**config.mk**
```make
export PLATFORM = sky130hd
export DESIGN_NAME = rr_arbiter
export DESIGN_NICKNAME = d
export VERILOG_FILES = /design/src/rtl/rr_arbiter.sv
export SDC_FILE = /design/constraint.sdc
export NUM_CORES = 1
export LEC_CHECK = 0
export BUFFER_PORTS_ARGS = -buffer_cell sky130_fd_sc_hd__buf_2
export CORE_MARGIN = 1.5
export CORE_UTILIZATION = 47
export CTS_CLUSTER_DIAMETER = 60
export DETAILED_ROUTE_END_ITERATION = 6
export HOLD_SLACK_MARGIN = 0.1
export PLACE_DENSITY = 0.72
export SLEW_MARGIN = 20
export SYNTH_ARGS = -nofsm -noshare
export SYNTH_HDL_FRONTEND = slang
export SYNTH_SLANG_ARGS = --single-unit
```
**constraint.sdc**
```tcl
create_clock -name clk -period 2.7 [get_ports clk]
set_clock_uncertainty 0.05 [all_clocks]
set_input_delay 0.27 -clock clk [delete_from_list [all_inputs] [get_ports clk]]
set_output_delay 0.27 -clock clk [all_outputs]
set_load 0.005 [all_outputs]
```
**src/rtl/rr_arbiter.sv**
```systemverilog
// Round-robin arbiter: one-hot grant held under a valid/ack handshake, with a
// one-hot priority pointer that moves one past each acknowledged winner.
module rr_arbiter #(
   parameter int WIDTH = 8,
   parameter int IDW   = $clog2(WIDTH)
) (
   input  logic             clk,
   input  logic             rst_n,
   input  logic [WIDTH-1:0] req,
   input  logic             grant_ack,
   output logic             grant_valid,
   output logic [WIDTH-1:0] grant,
   output logic [IDW-1:0]   grant_id,
   output logic [WIDTH-1:0] prio
);

   localparam logic [WIDTH-1:0] PRIO_RST = {{(WIDTH-1){1'b0}}, 1'b1};

   typedef enum logic {IDLE, BUSY} state_t;

   state_t           state;
   logic [WIDTH-1:0] next_prio;
   logic [IDW-1:0]   prio_idx;
   logic [WIDTH-1:0] winner;
   logic             any_req;
   logic             xfer;

   function automatic logic [WIDTH-1:0] rotl1(input logic [WIDTH-1:0] v);
      return {v[WIDTH-2:0], v[WIDTH-1]};
   endfunction

   function automatic logic [WIDTH-1:0] rotr_by(input logic [WIDTH-1:0] v,
                                                input logic [IDW-1:0]   k);
      logic [2*WIDTH-1:0] d;
      d = {v, v} >> k;
      return d[WIDTH-1:0];
   endfunction

   function automatic logic [WIDTH-1:0] rotl_by(input logic [WIDTH-1:0] v,
                                                input logic [IDW-1:0]   k);
      logic [2*WIDTH-1:0] d;
      d = {v, v} << k;
      return d[2*WIDTH-1:WIDTH];
   endfunction

   function automatic logic [WIDTH-1:0] lowest_one(input logic [WIDTH-1:0] v);
      logic [WIDTH-1:0] r;
      logic             found;
      r     = '0;
      found = 1'b0;
      for (int i = 0; i < WIDTH; i++) begin
         if (v[i] && !found) begin
            r[i]  = 1'b1;
            found = 1'b1;
         end
      end
      return r;
   endfunction

   function automatic logic [IDW-1:0] enc(input logic [WIDTH-1:0] v);
      logic [IDW-1:0] r;
      r = '0;
      for (int i = 0; i < WIDTH; i++) begin
         if (v[i]) r = IDW'(i);
      end
      return r;
   endfunction

   // Arbitration looks at the pointer as it will be after this edge, so an
   // ack and the following grant happen on the same edge.
   always_comb begin
      xfer      = (state == BUSY) && grant_ack;
      next_prio = xfer ? rotl1(grant) : prio;
      prio_idx  = enc(next_prio);
      any_req   = |req;
      winner    = '0;
      if (any_req) winner = rotl_by(lowest_one(rotr_by(req, prio_idx)), prio_idx);
   end

   always_ff @(posedge clk or negedge rst_n) begin
      if (!rst_n) begin
         state       <= IDLE;
         prio        <= PRIO_RST;
         grant       <= '0;
         grant_id    <= '0;
         grant_valid <= 1'b0;
      end else begin
         case (state)
            IDLE: begin
               if (any_req) begin
                  grant       <= winner;
                  grant_id    <= enc(winner);
                  grant_valid <= 1'b1;
                  state       <= BUSY;
               end
            end
            BUSY: begin
               if (grant_ack) begin
                  prio <= next_prio;
                  if (any_req) begin
                     grant    <= winner;
                     grant_id <= enc(winner);
                  end else begin
                     grant       <= '0;
                     grant_id    <= '0;
                     grant_valid <= 1'b0;
                     state       <= IDLE;
                  end
               end
            end
            default: state <= IDLE;
         endcase
      end
   end

endmodule

```
* Word level (Yosys, flattened, before mapping) *
Cells that the tools add are included.

storage, ports and cells
  register bits after elaboration = 21
  word-level logic and storage cells = 91

cells by class
  equality and inequality tests = 3
  mux-type cells = 59
  bitwise operators = 1
  reductions and logical operators = 20
  shifts and indexed selects = 2

operators by type and width
  kind                                           count
  8-bit two-way mux                              5
  3-bit two-way mux                              13
  1-bit two-way mux                              35
  8-bit one-hot mux with 2 select lines          1
  16-bit by 3-bit left shift with 16-bit output  1
  16-bit by 3-bit right shift with 8-bit output  1
  1-bit logical AND                              8
  8-bit OR reduction                             1
  1-bit zero test                                7
  2-bit != test (second input constant)          3
  3-bit one-hot mux with 2 select lines          1
  3-bit AND reduction                            2
  2-bit two-way mux                              2
  1-bit one-hot mux with 2 select lines          2
  2-bit AND reduction                            2
  1-bit NOT                                      1

* Longest topological paths before layout *
  depth after elaboration = 52
  depth in mapped cells = 13

* Least setup slack after synthesis *
Ideal clock, no wire load.

  path type = reg2reg
  start point = register state
  end point = register grant_id[2]
  cell stages (with the launch flop) = 12
  slack = -0.079 ns
  library setup time = 0.124 ns
  data arrival time = 2.605 ns
  buffers on the path = 1
  cells stage by stage = dfrtp_1 -> buf_6 -> a211o_4 -> a211oi_4 -> o21ai_1 -> a211oi_2 -> nor3_2 -> o211ai_1 -> nor4_2 -> a211oi_2 -> o211ai_1 -> o31a_1

between the ends
  cells in the longest elaborated chain, start to end = 50
  elaborated cells between the ends (all ways) = 67

RTL lines
  element                                        line  RTL
  start, declared                                21    state_t state;
  start signal, assigned                         82    state <= IDLE;
  start signal, assigned                         94    state <= BUSY;
  start signal, assigned                         107   state <= IDLE;
  1-bit logical AND                              72    xfer = (state == BUSY) && grant_ack;
  8-bit two-way mux                              73    next_prio = xfer ? rotl1(grant) : prio;
  1-bit two-way mux                              64    if (v[i]) r = IDW'(i);
  2-bit two-way mux (2 in a row)                 64
  3-bit two-way mux (4 in a row)                 64
  16-bit by 3-bit right shift with 8-bit output  35    d = {v, v} >> k;
  1-bit two-way mux                              52    if (v[i] && !found) begin
  1-bit two-way mux                              77    if (any_req) winner = rotl_by(lowest_one(rotr_by(req, prio_idx)), prio_idx);
  [26 not listed]                                n/a
  1-bit two-way mux                              52
  1-bit two-way mux                              77
  16-bit by 3-bit left shift with 16-bit output  42    d = {v, v} << k;
  8-bit two-way mux                              77
  3-bit two-way mux (5 in a row)                 64
  3-bit two-way mux                              100   if (any_req) begin
  3-bit two-way mux                              98    if (grant_ack) begin
  3-bit one-hot mux with 2 select lines          88    case (state)
  end signal, assigned                           92    grant_id <= enc(winner);
  end signal, assigned                           102   grant_id <= enc(winner);
  end, declared                                  13    output logic [IDW-1:0] grant_id,

Parallel ways exist; a longest one is shown, timed or not. The select of a mux whose other input is x is not followed.
A chain may end at the register's enable or synchronous reset.

* Worst setup path after layout *
  start point = register state
  end point = register grant[6]

between the ends
  cells in the longest elaborated chain, start to end = 45
  elaborated cells between the ends (all ways) = 62

RTL lines
  element                                        line  RTL
  1-bit logical AND                              72
  8-bit two-way mux                              73
  1-bit two-way mux                              64
  2-bit two-way mux (2 in a row)                 64
  3-bit two-way mux (4 in a row)                 64
  16-bit by 3-bit right shift with 8-bit output  35
  1-bit two-way mux                              52
  1-bit two-way mux                              77
  [25 not listed]                                n/a
  1-bit logical AND                              52
  1-bit two-way mux                              52
  1-bit two-way mux                              77
  16-bit by 3-bit left shift with 16-bit output  42
  8-bit two-way mux                              77
  8-bit two-way mux                              100
  8-bit two-way mux                              98
  8-bit one-hot mux with 2 select lines          88
  end signal, assigned                           91    grant <= winner;
  end signal, assigned                           101   grant <= winner;
  end, declared                                  12    output logic [WIDTH-1:0] grant,

Parallel ways exist; a longest one is shown, timed or not. The select of a mux whose other input is x is not followed.

==> run_results.csv <==
group,metric,value,unit
outcome,status,"complete, but fails checks",
outcome,violations,"negative setup slack",
place,place_area,2680,um^2
grt,globalRouteOverflowTotal,0,
grt,grt_first_pass_wirelength,11700,um
setup_path,ff2ff_setup_slack,-0.35,ns
detailed_routing,num_vias,2497,
synthesis,synthArstFlopShare,1.00,
setup_path,r2r-start,"state$_DFF_PN0_",
timing,worstMarginPinSlew,0.708,ns
grt,antenna_found_initial,0,
grt,grt_pass1_vias,2342,
setup_path,worstPathRequired,2.86,ns
synthesis,synth_top_cell_area_share,0.244,
final_layout,finalInstanceArea,3060,um^2
place,portBuffers,30,
synthesis,synth_cell_types,64,
final_layout,syn2layout_area_growth,49.3,%
min_path,hold_start,"req[1]",
clock_tree,cts_tree,"built",
final_layout,diodes,0,
min_path,hold_class,"in2reg",
min_path,worstHoldPathCells,3,
floorplan,core,4090,um^2
power,power.density,1310,nW/um^2
timing,worst_slack,-0.355,ns
synthesis,synth_area,2050,um^2
power,p_total,4.00,mW
power,p_clk_frac,0.055,
place,hpwl,4860,um
final_layout,nets,340,
setup_path,start_kind,"flip-flop",
timing,fin_crit_sh,1.13,
synthesis,yosysMostFrequentCell,"dfrtp_1",
synthesis,syn-instance-count,227,
synthesis,synth-edff-count,0,
synthesis,yosys.area.top_type,"dfrtp_1",
setup_path,endpoint_kind,"flip-flop",
detailed_routing,dr.first_iter.drc_count,335,
detailed_routing,wl_per_cell,20.3,um
setup_path,path_class,"reg2reg",
synthesis,syn_nets,238,
timing,tns,-3.29,ns
clock_tree,clockBufferDepth,2,
synthesis,synth_ff_type,"dfrtp_1",
synthesis,ys_top_cells_by_area,"dfrtp_1 24%, mux2i_1 4.4%, mux2_2 3.8%, nand3_1 3.7%, nand2_1 3.3%",
floorplan,die_h,69.1,um
synthesis,ys_warn_count,0,
min_path,whs_endpoint,"state$_DFF_PN0_",
floorplan,ioPinCount,31,
timing,drv_slew,0,
synthesis,synth-seq-cells,21,
synthesis,yosysSeqAreaShare,0.257,
final_layout,fillers,258,
clock_tree,cts_root_buf,"clkbuf_8",
final_layout,final_util,0.749,
setup_path,cp.arrival,3.22,ns
floorplan,rows,23,
clock_tree,clock_sinks,21,
clock_tree,clk_latency,0.27,ns
setup_path,r2r_end,"grant[6]$_DFFE_PN0P_",
timing,finalHoldViolations,0,
place,dp_slack,-0.347,ns
detailed_routing,drt_first_pass_iters,5,
detailed_routing,ant_nets,0,
power,intPower,2.07,mW
floorplan,start_util,0.502,
timing,setup_viol,11,
power,p_leak,1.34,nW
timing,relSlewSlack,0.524,
place,place.gp.congestion,0.957,
power,netSwitchingPower,1.92,mW
detailed_routing,finalWirelength,7690,um
power,p_sw_frac,0.482,
power,combPwrFrac,0.802,
clock_tree,path_clk_slew,0.08,ns
setup_path,crit_fanout,6,
flow_run,cap_violations,0,
setup_path,cp-startpoint,"state$_DFF_PN0_",
clock_tree,htree_levels,1,
floorplan,die_area,4770,um^2
clock_tree,cts_made_buffers,3,
timing,max_clock_freq,0.327,GHz
detailed_routing,vias_per_cell,6.61,
synthesis,synth_area_per_cell,9.03,um^2
power,irDropWorstVdd,0.000601,V
grt,gr-usage-all-layers,0.304,
timing,rsz0062_at_grt,"yes",
floorplan,fp.dieW,69.1,um
setup_path,r2r_cells,12,
synthesis,yosys-top-cells-count,"20 x dfrtp_1, 18 x nand2_1, 16 x nor2_1",
grt,grt_max_degree,22,
timing,period_needed,3.05,ns
final_layout,drive_above_1_share,0.537,
detailed_routing,drc,0,
power,pwr-share-seq,0.144,
## sequential cells by signal (all words and copies together) (netlist names)
register and count:
state 1, grant_id 3, grant 8, prio 8, grant_valid 1
## routing by layer
layer,vias to the layer above,GRT usage,part of all wire
met5,-,0,0
met4,0,0.126,0.050
met3,48,0.0599,0.083
met2,183,0.479,0.47
met1,1181,0.407,0.40
li1,1085,-,-
## what timing repair did
action,4_1_cts,5_1_grt
buffers inserted,7,9
cloned,1,0
pin swaps,17,16
hold buffers,1,0
resized for setup,25,19
endpoints found under the setup margin,11,11
endpoints found under the hold margin,20,0
## critical path, cell delays in order, from the launching register on
cell and delay, ns:
dfrtp_2 0.42, buf_6 0.14, a211o_4 0.36, buf_6 0.14, a2bb2oi_4 0.21, o211ai_1 0.21
a22oi_2 0.23, a21boi_4 0.25, nand3_2 0.13, o31ai_4 0.30, mux2i_2 0.14, mux2i_1 0.22
mux2_2 0.19
## how the worst max path moves through the flow
stage                                   end  cells past startpoint  slack [ns]
CTS                 grant_id[0]$_DFFE_PN0P_                     13       -0.25
global route           grant[6]$_DFFE_PN0P_                     12       -0.49
floorplan           grant_id[2]$_DFFE_PN0P_                     11       -0.02
finish                 grant[6]$_DFFE_PN0P_                     12       -0.35
global placement    grant_id[1]$_DFFE_PN0P_                     12       -0.28
detailed placement  grant_id[1]$_DFFE_PN0P_                     12       -0.35
## power groups by stage
stage | combinational, mW | sequential, mW | clock (mW)
floorplan | 1.51 | 0.570 | 0
global placement | 2.52 | 0.551 | 0
detailed placement | 2.56 | 0.564 | 0
CTS | 2.89 | 0.559 | 0.218
global route | 3.40 | 0.585 | 0.232
finish | 3.20 | 0.574 | 0.219
## kinds of logic after synthesis
group	after synthesis	share of synthesized area
AO/OA/AOI/OAI	83	0.343
buffers and inverters	19	0.0531
flip-flops	21	0.257
multiplexers	19	0.108
AND/OR/NAND/NOR	85	0.239
## placed cells by master, fill, tap and decap left out, types with 5 or more instances in the layout
cell type / instances
buf_4: 73
o211ai_1: 8
mux2_2: 7
nand2_1: 18
inv_1: 5
o21ai_0: 9
o21ai_1: 5
nor2_1: 13
a211oi_2: 7
mux2i_1: 6
a21oi_1: 9
a21o_1: 5
nand3_1: 12
buf_2: 31
dfrtp_1: 19
## stage by stage
| stage | std cells | hold slack, ns |
|---|---|---|
| after CTS | 371 | 0.272 |
| after detailed placement | 358 | 0.201 |
| after global placement | 358 | 0.197 |
| final | 378 | 0.292 |
| after global routing | 378 | 0.287 |
| after floorplan | 227 | -0.0756 |
## area by class of cell
class	count	area, um^2	share of cell area
timing repair buffer	110	778	0.254
clock inverter	1	7.51	0.00245
multi-input combinational	188	1630	0.531
clock buffer	3	41.3	0.0135
sequential	21	528	0.172
inverter	5	18.8	0.00613
tap	50	62.6	0.0204
Power figures use the tool's default switching activity.
